### src/rtl/instr_prefetch_queue_pkg.sv
// Shared definitions for the instruction prefetch unit: default widths,
// RISC-V opcode constants and small sizing helpers.
package instr_prefetch_queue_pkg;

  localparam int unsigned XLEN_DEF         = 32;
  localparam int unsigned ILEN_DEF         = 32;
  localparam int unsigned DEPTH_DEF        = 4;
  localparam int unsigned MAX_OUT_DEF      = 2;
  localparam logic [31:0] RESET_PC_DEF     = 32'h0000_0000;
  localparam logic [31:0] NOP_INSTR        = 32'h0000_0013;

  typedef enum logic [6:0] {
    OP_R    = 7'b0110011,
    OP_I    = 7'b0010011,
    OP_L    = 7'b0000011,
    OP_S    = 7'b0100011,
    OP_B    = 7'b1100011,
    OP_J    = 7'b1101111,
    OP_JALR = 7'b1100111
  } opcode_e;

  // Bits needed to hold a counter that ranges over 0..n inclusive.
  function automatic int unsigned cnt_width(input int unsigned n);
    return $clog2(n + 1);
  endfunction

  function automatic logic [6:0] opcode_of(input logic [31:0] word);
    return word[6:0];
  endfunction

endpackage

### src/rtl/instr_fifo.sv
// Synchronous first-word-fall-through FIFO with occupancy count and flush.
// The head entry is held in its own register so the output is flop-driven.
module instr_fifo #(
  parameter int unsigned WIDTH = 64,
  parameter int unsigned DEPTH = 4
) (
  input  logic                       clk,
  input  logic                       rst,
  input  logic                       flush,
  input  logic                       push,
  input  logic [WIDTH-1:0]           din,
  input  logic                       pop,
  output logic [WIDTH-1:0]           head,
  output logic [$clog2(DEPTH+1)-1:0] count
);

  localparam int unsigned PW = $clog2(DEPTH);
  localparam int unsigned CW = $clog2(DEPTH + 1);

  logic [WIDTH-1:0] mem [DEPTH];
  logic [PW-1:0]    rd_ptr;
  logic [PW-1:0]    wr_ptr;
  logic [PW-1:0]    rd_ptr_next;
  logic [WIDTH-1:0] head_next;
  logic             do_push;
  logic             do_pop;

  assign do_pop  = pop && (count != '0);
  assign do_push = push && ((count != CW'(DEPTH)) || do_pop);

  // Next head: bypass the incoming word when it lands in the slot that
  // becomes the head, otherwise read the slot the read pointer moves to.
  always_comb begin
    rd_ptr_next = do_pop ? rd_ptr + PW'(1) : rd_ptr;
    head_next   = (do_push && (wr_ptr == rd_ptr_next)) ? din : mem[rd_ptr_next];
  end

  always_ff @(posedge clk) begin
    if (do_push && !flush) begin
      mem[wr_ptr] <= din;
    end
  end

  always_ff @(posedge clk or posedge rst) begin
    if (rst) begin
      rd_ptr <= '0;
      wr_ptr <= '0;
      count  <= '0;
      head   <= '0;
    end else if (flush) begin
      rd_ptr <= '0;
      wr_ptr <= '0;
      count  <= '0;
    end else begin
      rd_ptr <= rd_ptr_next;
      if (do_push) begin
        wr_ptr <= wr_ptr + PW'(1);
      end
      if (do_push || do_pop) begin
        head <= head_next;
      end
      unique case ({do_push, do_pop})
        2'b10:   count <= count + CW'(1);
        2'b01:   count <= count - CW'(1);
        default: ;
      endcase
    end
  end

endmodule

### src/rtl/instr_prefetch_queue.sv
// Instruction prefetcher: issues sequential word fetches, queues returned words
// with their PCs for the decode stage, and flushes everything on a redirect.
module instr_prefetch_queue
  import instr_prefetch_queue_pkg::*;
#(
  parameter int unsigned     XLEN            = XLEN_DEF,
  parameter int unsigned     ILEN            = ILEN_DEF,
  parameter int unsigned     DEPTH           = DEPTH_DEF,
  parameter int unsigned     MAX_OUTSTANDING = MAX_OUT_DEF,
  parameter logic [XLEN-1:0] RESET_PC        = XLEN'(RESET_PC_DEF)
) (
  input  logic                       cpu_clk,
  input  logic                       cpu_rst,
  output logic                       imem_req,
  output logic [XLEN-1:0]            imem_addr,
  input  logic                       imem_gnt,
  input  logic                       imem_rvalid,
  input  logic [ILEN-1:0]            imem_rdata,
  output logic                       instr_valid,
  output logic [ILEN-1:0]            instr,
  output logic [XLEN-1:0]            instr_pc,
  input  logic                       instr_ready,
  input  logic                       redirect,
  input  logic [XLEN-1:0]            redirect_pc,
  output logic [$clog2(DEPTH+1)-1:0] q_count
);

  localparam int unsigned CW = cnt_width(DEPTH);
  localparam int unsigned OW = cnt_width(MAX_OUTSTANDING);
  localparam int unsigned SW = CW + 1;

  logic [XLEN-1:0]      fetch_pc;
  logic [XLEN-1:0]      resp_pc;
  logic [XLEN-1:0]      target_pc;
  logic [OW-1:0]        outstanding;
  logic [OW-1:0]        outstanding_next;
  logic [OW-1:0]        kill;
  logic [OW-1:0]        kill_next;
  logic [SW-1:0]        reserved;
  logic                 accept;
  logic                 resp_valid;
  logic                 push;
  logic                 pop;
  logic [XLEN+ILEN-1:0] head;

  assign target_pc  = redirect_pc & ~XLEN'(3);
  // Requests reserve queue space up front so responses can never overflow it.
  assign reserved   = SW'(q_count) + SW'(outstanding);
  assign imem_req   = !cpu_rst && !redirect && (reserved < SW'(DEPTH))
                      && (outstanding < OW'(MAX_OUTSTANDING));
  assign imem_addr  = fetch_pc;
  assign accept     = imem_req && imem_gnt;
  assign resp_valid = imem_rvalid && (outstanding != '0);
  assign push       = resp_valid && !redirect && (kill == '0);
  assign pop        = instr_valid && instr_ready;

  always_comb begin
    outstanding_next = outstanding;
    if (accept && !resp_valid) begin
      outstanding_next = outstanding + OW'(1);
    end else if (!accept && resp_valid) begin
      outstanding_next = outstanding - OW'(1);
    end

    kill_next = kill;
    if (redirect) begin
      // No request issues during a redirect, so every response still in
      // flight afterwards belongs to the abandoned path.
      kill_next = outstanding_next;
    end else if (resp_valid && (kill != '0)) begin
      kill_next = kill - OW'(1);
    end
  end

  always_ff @(posedge cpu_clk or posedge cpu_rst) begin
    if (cpu_rst) begin
      fetch_pc    <= RESET_PC;
      resp_pc     <= RESET_PC;
      outstanding <= '0;
      kill        <= '0;
    end else begin
      outstanding <= outstanding_next;
      kill        <= kill_next;
      if (redirect) begin
        fetch_pc <= target_pc;
        resp_pc  <= target_pc;
      end else begin
        if (accept) begin
          fetch_pc <= fetch_pc + XLEN'(4);
        end
        if (push) begin
          resp_pc <= resp_pc + XLEN'(4);
        end
      end
    end
  end

  instr_fifo #(
    .WIDTH(XLEN + ILEN),
    .DEPTH(DEPTH)
  ) u_fifo (
    .clk  (cpu_clk),
    .rst  (cpu_rst),
    .flush(redirect),
    .push (push),
    .din  ({resp_pc, imem_rdata}),
    .pop  (pop),
    .head (head),
    .count(q_count)
  );

  assign instr_valid = (q_count != '0);
  assign instr       = head[ILEN-1:0];
  assign instr_pc    = head[XLEN+ILEN-1:ILEN];

  rvalid_needs_request: assert property (@(posedge cpu_clk) disable iff (cpu_rst)
    imem_rvalid |-> (outstanding != '0));

endmodule

### config.mk
export PLATFORM = sky130hd
export DESIGN_NAME = instr_prefetch_queue
export DESIGN_NICKNAME = d
export VERILOG_FILES = /design/src/rtl/instr_prefetch_queue_pkg.sv /design/src/rtl/instr_fifo.sv /design/src/rtl/instr_prefetch_queue.sv
export SDC_FILE = /design/constraint.sdc
export NUM_CORES = 1
export LEC_CHECK = 0
export ABC_CLOCK_PERIOD_IN_PS = 4000
export CORE_MARGIN = 2
export CORE_UTILIZATION = 50
export DETAILED_ROUTE_END_ITERATION = 10
export MAX_ROUTING_LAYER = met4
export PLACE_DENSITY = 0.75
export RECOVER_POWER = 50
export SYNTH_ARGS = -nofsm -noshare
export SYNTH_HDL_FRONTEND = slang
export SYNTH_SLANG_ARGS = --single-unit
### constraint.sdc
create_clock -name cpu_clk -period 4 [get_ports cpu_clk]
set_input_delay 0.8 -clock cpu_clk [delete_from_list [all_inputs] [get_ports cpu_clk]]
set_output_delay 0.8 -clock cpu_clk [all_outputs]
set_load 0.005 [all_outputs]
[Word level (Yosys, flattened, before mapping)]
Memory sizes are Yosys's and may differ from the RTL's. A register that Yosys moved wholly into a read port is not among the register bits.
Cells that the tools add are included.
Operators by class
  $add $sub $neg: 10
  multiply operators: 0
  div/mod/pow operators: 0
  magnitude comparators: 2
  equality and inequality tests: 3
  shifts and indexed selects: 0
  mux-type cells: 16
  bitwise logic cells: 1
  reductions and logical operators: 30
Operators with widths (number)
  2-to-1 mux 32 bit: 4
  adder 32 x 3 -> 32 bit (second input constant): 2
  2-to-1 mux 2 bit: 8
  logical AND 1 bit: 14
  nonzero test 2 bit: 6
  adder 2 x 1 -> 2 bit (second input constant): 3
  one-hot mux 3 bit (2 select lines): 1
  nonzero test 3 bit: 2
  adder 3 x 2 -> 4 bit: 1
  zero test 1 bit: 4
  less-than comparator 4 x 3 -> 1 bit (second input constant): 1
  subtractor 2 x 1 -> 2 bit (second input constant): 2
  adder 3 x 1 -> 3 bit (second input constant): 1
  2-to-1 mux 3 bit: 1
  inequality test 3 bit (second input constant): 1
  subtractor 3 x 1 -> 3 bit (second input constant): 1
  equality test 2 x 1 -> 1 bit (second input constant): 1
  equality test 2 bit (second input constant): 1
  zero test 2 bit: 1
  logical OR 1 bit: 2
  less-than comparator 2 bit (second input constant): 1
  2-to-1 mux 1 bit: 2
  AND reduction 2 bit: 1
  inverter 1 bit: 1
Word-level totals
  bits in registers: 75
  bits in latches: 0
  bits in writable memories: 256
  ROM bits: 0
  input bits: 70
  output and inout bits: 101
  word-level logic and storage cells: 70
  memories kept: 1
Memory list
  u_fifo.mem: words 4, width 64, read ports 1, clocked after memory_dff 1, wr ports 1, RTL line instr_fifo.sv:20  | logic [WIDTH-1:0] mem [DEPTH];

[Longest topological paths before layout]
  word-level depth: 10
  depth in mapped cells: 11
  mapped depth without buffers: 9

[Modules after synthesis]
From an unflattened synthesis, not the netlist that was laid out.
Unflattened totals
  cells, all modules: 1270
  area, all modules: 18824.3 um^2
By module, submodules not included
  instr_fifo: times used 1, cells each 863, area an instance 15088.2 um^2, seq. area each 9464.1 um^2
  instr_prefetch_queue: times used 1, cells each 407, area an instance 3736.1 um^2, seq. area each 1601.5 um^2

[Worst setup path after synthesis]
Ideal clock, no wire load.
  path type: input port to flip-flop
  start: input redirect
  end: memory u_fifo.mem[1][0] (enable)
  setup time: 0.426 ns
  data arrival time: 3.440 ns
  data required time: 3.574 ns
  setup slack: 0.134 ns
  cell stages on the path: 5
  buffers on the path: 3
  cell sequence: clkbuf_1 nor3_1 clkbuf_1 clkbuf_1 and2_1
On the way
  cells in the longest elaborated chain, start to end: 7
RTL lines
  start: declaration: RTL line instr_prefetch_queue.sv:23  | input logic redirect,
  zero test 1 bit *: RTL line instr_fifo.sv:39, instr_prefetch_queue.sv:54
  logical AND 1 bit (2 in series): RTL line instr_prefetch_queue.sv:54  | assign push = resp_valid && !redirect && (kill == '0);
  logical AND 1 bit: RTL line instr_fifo.sv:29  | assign do_push = push && ((count != CW'(DEPTH)) || do_pop);
  logical AND 1 bit *: RTL line instr_fifo.sv:39  | if (do_push && !flush) begin
  2-to-1 mux 1 bit *: RTL line instr_fifo.sv:39
  2-to-1 mux 1 bit (not written as such) *: RTL line instr_fifo.sv:40  | mem[wr_ptr] <= din;
  end: declaration: RTL line instr_fifo.sv:20
Every way passes the cells marked *; elsewhere a longest branch is shown, timed or not.

[Final worst setup path]
  start: input redirect
  end: output imem_req
On the way
  cells in the longest elaborated chain, start to end: 4
RTL lines
  zero test 1 bit: RTL line instr_prefetch_queue.sv:49  | assign imem_req = !cpu_rst && !redirect && (reserved < SW'(DEPTH))
  logical AND 1 bit (2 in series): RTL line instr_prefetch_queue.sv:49
  logical AND 1 bit: RTL line instr_prefetch_queue.sv:50  | && (outstanding < OW'(MAX_OUTSTANDING));
  end: declaration: RTL line instr_prefetch_queue.sv:14  | output logic imem_req,
Every way passes these cells.

==> out/metrics.cfg <==
[worst_setup_path]
start_kind=input pin
rr_endpoint=u_fifo.head[24]
path_cells=dlygate4sd3_1 > nor4_1 > and3_1 > clkdlybuf4s50_1
rrSetupSlack_ns=0.73
worstRegToRegCells=5
cp_top_family=buffers and inverters
path_buf_inv=2
cp_max_fo=4
crit_slowest_cell=dlygate4sd3_1
slowest_delay_ns=0.67
r2r_start=u_fifo.count[0]
cp-end-kind=output port
critical_path_class=in -> out
worst_ep_arrival_time_ns=2.67
cp_data_required_time_ns=3.20

[clocking]
post_cts_buffers=0
cts_buffer_depth=3
cts_hold_buf=0
cts_tree=built
numCtsBuffers=39
cts_resized=0
root_buffer=clkbuf_16
clk_pin_slew_ns=0.06
clkLatencyLatePin_ns=0.53
cts_sinks=381
h-tree-depth=2

[route]
wl_per_cell_um=22.33
drt_pre_antenna_iters=5
wl_mm=38.80
drt_iter0_markers=982
viasPerCell=6.251
ant_nets=0
vias=10870
drc_errors=0

[outcome]
violations=capacitance limit, slew limit
status=complete, but fails checks

[synthesis]
async_reset_ff_share_pct=34.91
syn_inst=1162
syn-mean-instance-area_um2=13.82
ys_ff_latch=381
synth_edf_count=248
netlist-cell-type-count=59
synth.cell_area_mm2=0.01606
ys.flop_type=edfxtp_1
yosysWarningCount=0
seq_area_frac_synth_pct=67.09

[flow_run]
cap_viol_max_count=4

[sta]
finalCritPeriodShare_pct=86.76
post-route-min-period_ns=3.470
finalSetupViolCount=0
worst_pin_slew_ns=2.105
holdWs_ns=0.4882
finalMaxSlewViolations=157
setup_ws_ns=0.5296
relSlewSlack_pct=-40.32
rsz0062_at_grt=false
max_freq_mhz=288.2
tns_ns=0
clock-skew-final_ns=0.01445
finalHoldViolations=0

[cells_and_area]
area_delta_synth_final_pct=20.39
nNetsFinal=1385
final_area_mm2=0.01934
nFillCells=2359
drive_above_1_share_pct=9.281
diodes=0

[place]
post_dp_cell_area_mm2=0.01808
place_ws_ns=0.4128
dp_hpwl_mm=22.13
io_buffers=164
place_congestion=0.8711

[min_path]
hp-class=reg -> reg
whs_endpoint=u_fifo.head[5]
hold_start=u_fifo.head[5]
min_path_cells=2

[global_routing]
gr-usage-met1_pct=32.00
grt_overflow=0
use_met2_pct=37.88
antenna_found_initial=0
grt_pass1_vias=10950
top_usage_layer=met2
grt_start_max_net_pins=74
grt_pass1_wl_mm=60.58
gr-usage-met3_pct=3.773
track_usage_pct=23.79

[power]
pwr_density_cell_mw_per_mm2=607.9
p_leak_nw=6.596
peakVddDrop_uv=502.2
total_power_w=0.01175

[floorplan]
fp.dieW_um=183.2
core_area_mm2=0.03156
die_area_mm2=0.03357
rows=65
num_io_pins=171
die_h_um=183.2
start_util_pct=50.90

==> metal layers <==
metal / up-vias / routed length [um]
met1: 5406 / 16300
met4: 0 / 877
li1: 4869 / -
met2: 512 / 18630
met3: 78 / 2992
met5: - / 0
==> where the power goes <==
| group | internal [W] | switching (W) |
|---|---|---|
| Sequential | 0.00473 | 0.000441 |
| Clock | 0.00218 | 0.00146 |
| Combinational | 0.00135 | 0.00159 |
| Total | 0.00827 | 0.00349 |
==> kinds of logic (layout without fill, tap and decap cells) <==
| logic type | count (synthesis) | after routing | synth area share, % |
|---|---|---|---|
| simple gates | 249 | 249 | 8.421 |
| mux | 21 | 21 | 1.457 |
| other cells | 1 | 4 | 0.02335 |
| buf+inv | 110 | 281 | 3.139 |
| compound gates | 341 | 341 | 16.37 |
| xor+xnor | 49 | 49 | 2.672 |
| fa+ha+maj | 10 | 10 | 0.8258 |
| flops | 381 | 381 | 67.09 |
==> how the worst max path moves through the flow <==
stage | slack (ns) | cells past startpoint | end | from
5_1_grt | 0.36 | 7 | u_fifo.head[54] | instr_ready
6_report | 0.53 | 4 | imem_req | redirect
3_5_place_dp | 0.41 | 6 | imem_addr[25] | redirect
2_1_floorplan | 0.13 | 5 | u_fifo.mem[1][0] | redirect
3_3_place_gp | 0.49 | 4 | u_fifo.mem[3][5] | imem_rvalid
4_1_cts | 0.64 | 4 | imem_req | redirect
==> worst min-delay path: cells and delay by family (launching register included) <==
family         cells  cell delay [ns]
AO/OA/AOI/OAI      2             0.12
flip-flops         1             0.34
==> metrics by stage <==
stage / cells / utilization (%)
after floorplan: 1165 / -
after global placement: 1666 / 57.28
after detailed placement: 1666 / 57.28
after CTS: 1738 / 61.39
after global routing: 1738 / 61.28
final: 1738 / 61.28
==> sequential cells by signal, summed over array words and instances (netlist names) <==
name and count:
outstanding 2, u_fifo.mem 248, imem_addr 30, resp_pc 30, u_fifo.rd_ptr 2, u_fifo.count 3
kill 2, u_fifo.wr_ptr 2, u_fifo.head 62
==> layout make-up <==
type | count | area (um2) | area share (%)
Inverter | 20 | 76.32 | 0.3947
Clock buffer | 60 | 1147 | 5.934
Multi-Input combinational cell | 674 | 4861 | 25.14
Timing Repair Buffer | 189 | 1821 | 9.415
Tap cell | 402 | 503.0 | 2.601
Clock inverter | 12 | 148.9 | 0.7700
Sequential cell | 381 | 10780 | 55.75
==> layout by cell type (no fill, tap or decap), types with 29 or more instances in the layout <==
master / count
xnor2_1: 37
nand2_1: 52
clkbuf_16: 41
nor2b_1: 62
clkdlybuf4s50_1: 92
a32oi_1: 62
o22ai_1: 60
nor2_1: 29
dfrtp_1: 132
edfxtp_1: 248
o31ai_1: 52
a211oi_1: 62
dlygate4sd3_1: 72
o21ai_0: 38
==> cells in the mapped netlist, drive strengths merged, types with 8 or more instances <==
library cell	count	area, um2
a211oi	62	465.5
a21oi	8	43.79
a31oi	8	50.05
a32oi	62	543.0
and2	8	50.05
and3	8	50.05
buf	26	188.9
clkbuf	64	240.2
dfrtp	133	3328
edfxtp	248	7447
ha	9	112.6
inv	20	75.07
mux2	19	214.0
nand2	52	195.2
nand3	24	120.1
nand4	20	125.1
nor2	29	108.9
nor2b	62	387.9
nor3	13	65.06
nor4	11	68.82
o211ai	11	82.58
o21ai	40	200.2
o22ai	60	375.4
o311ai	10	87.58
o31ai	64	636.9
xnor2	38	332.8
xor2	11	96.34
No activity file was read; power rests on OpenSTA's default activity.
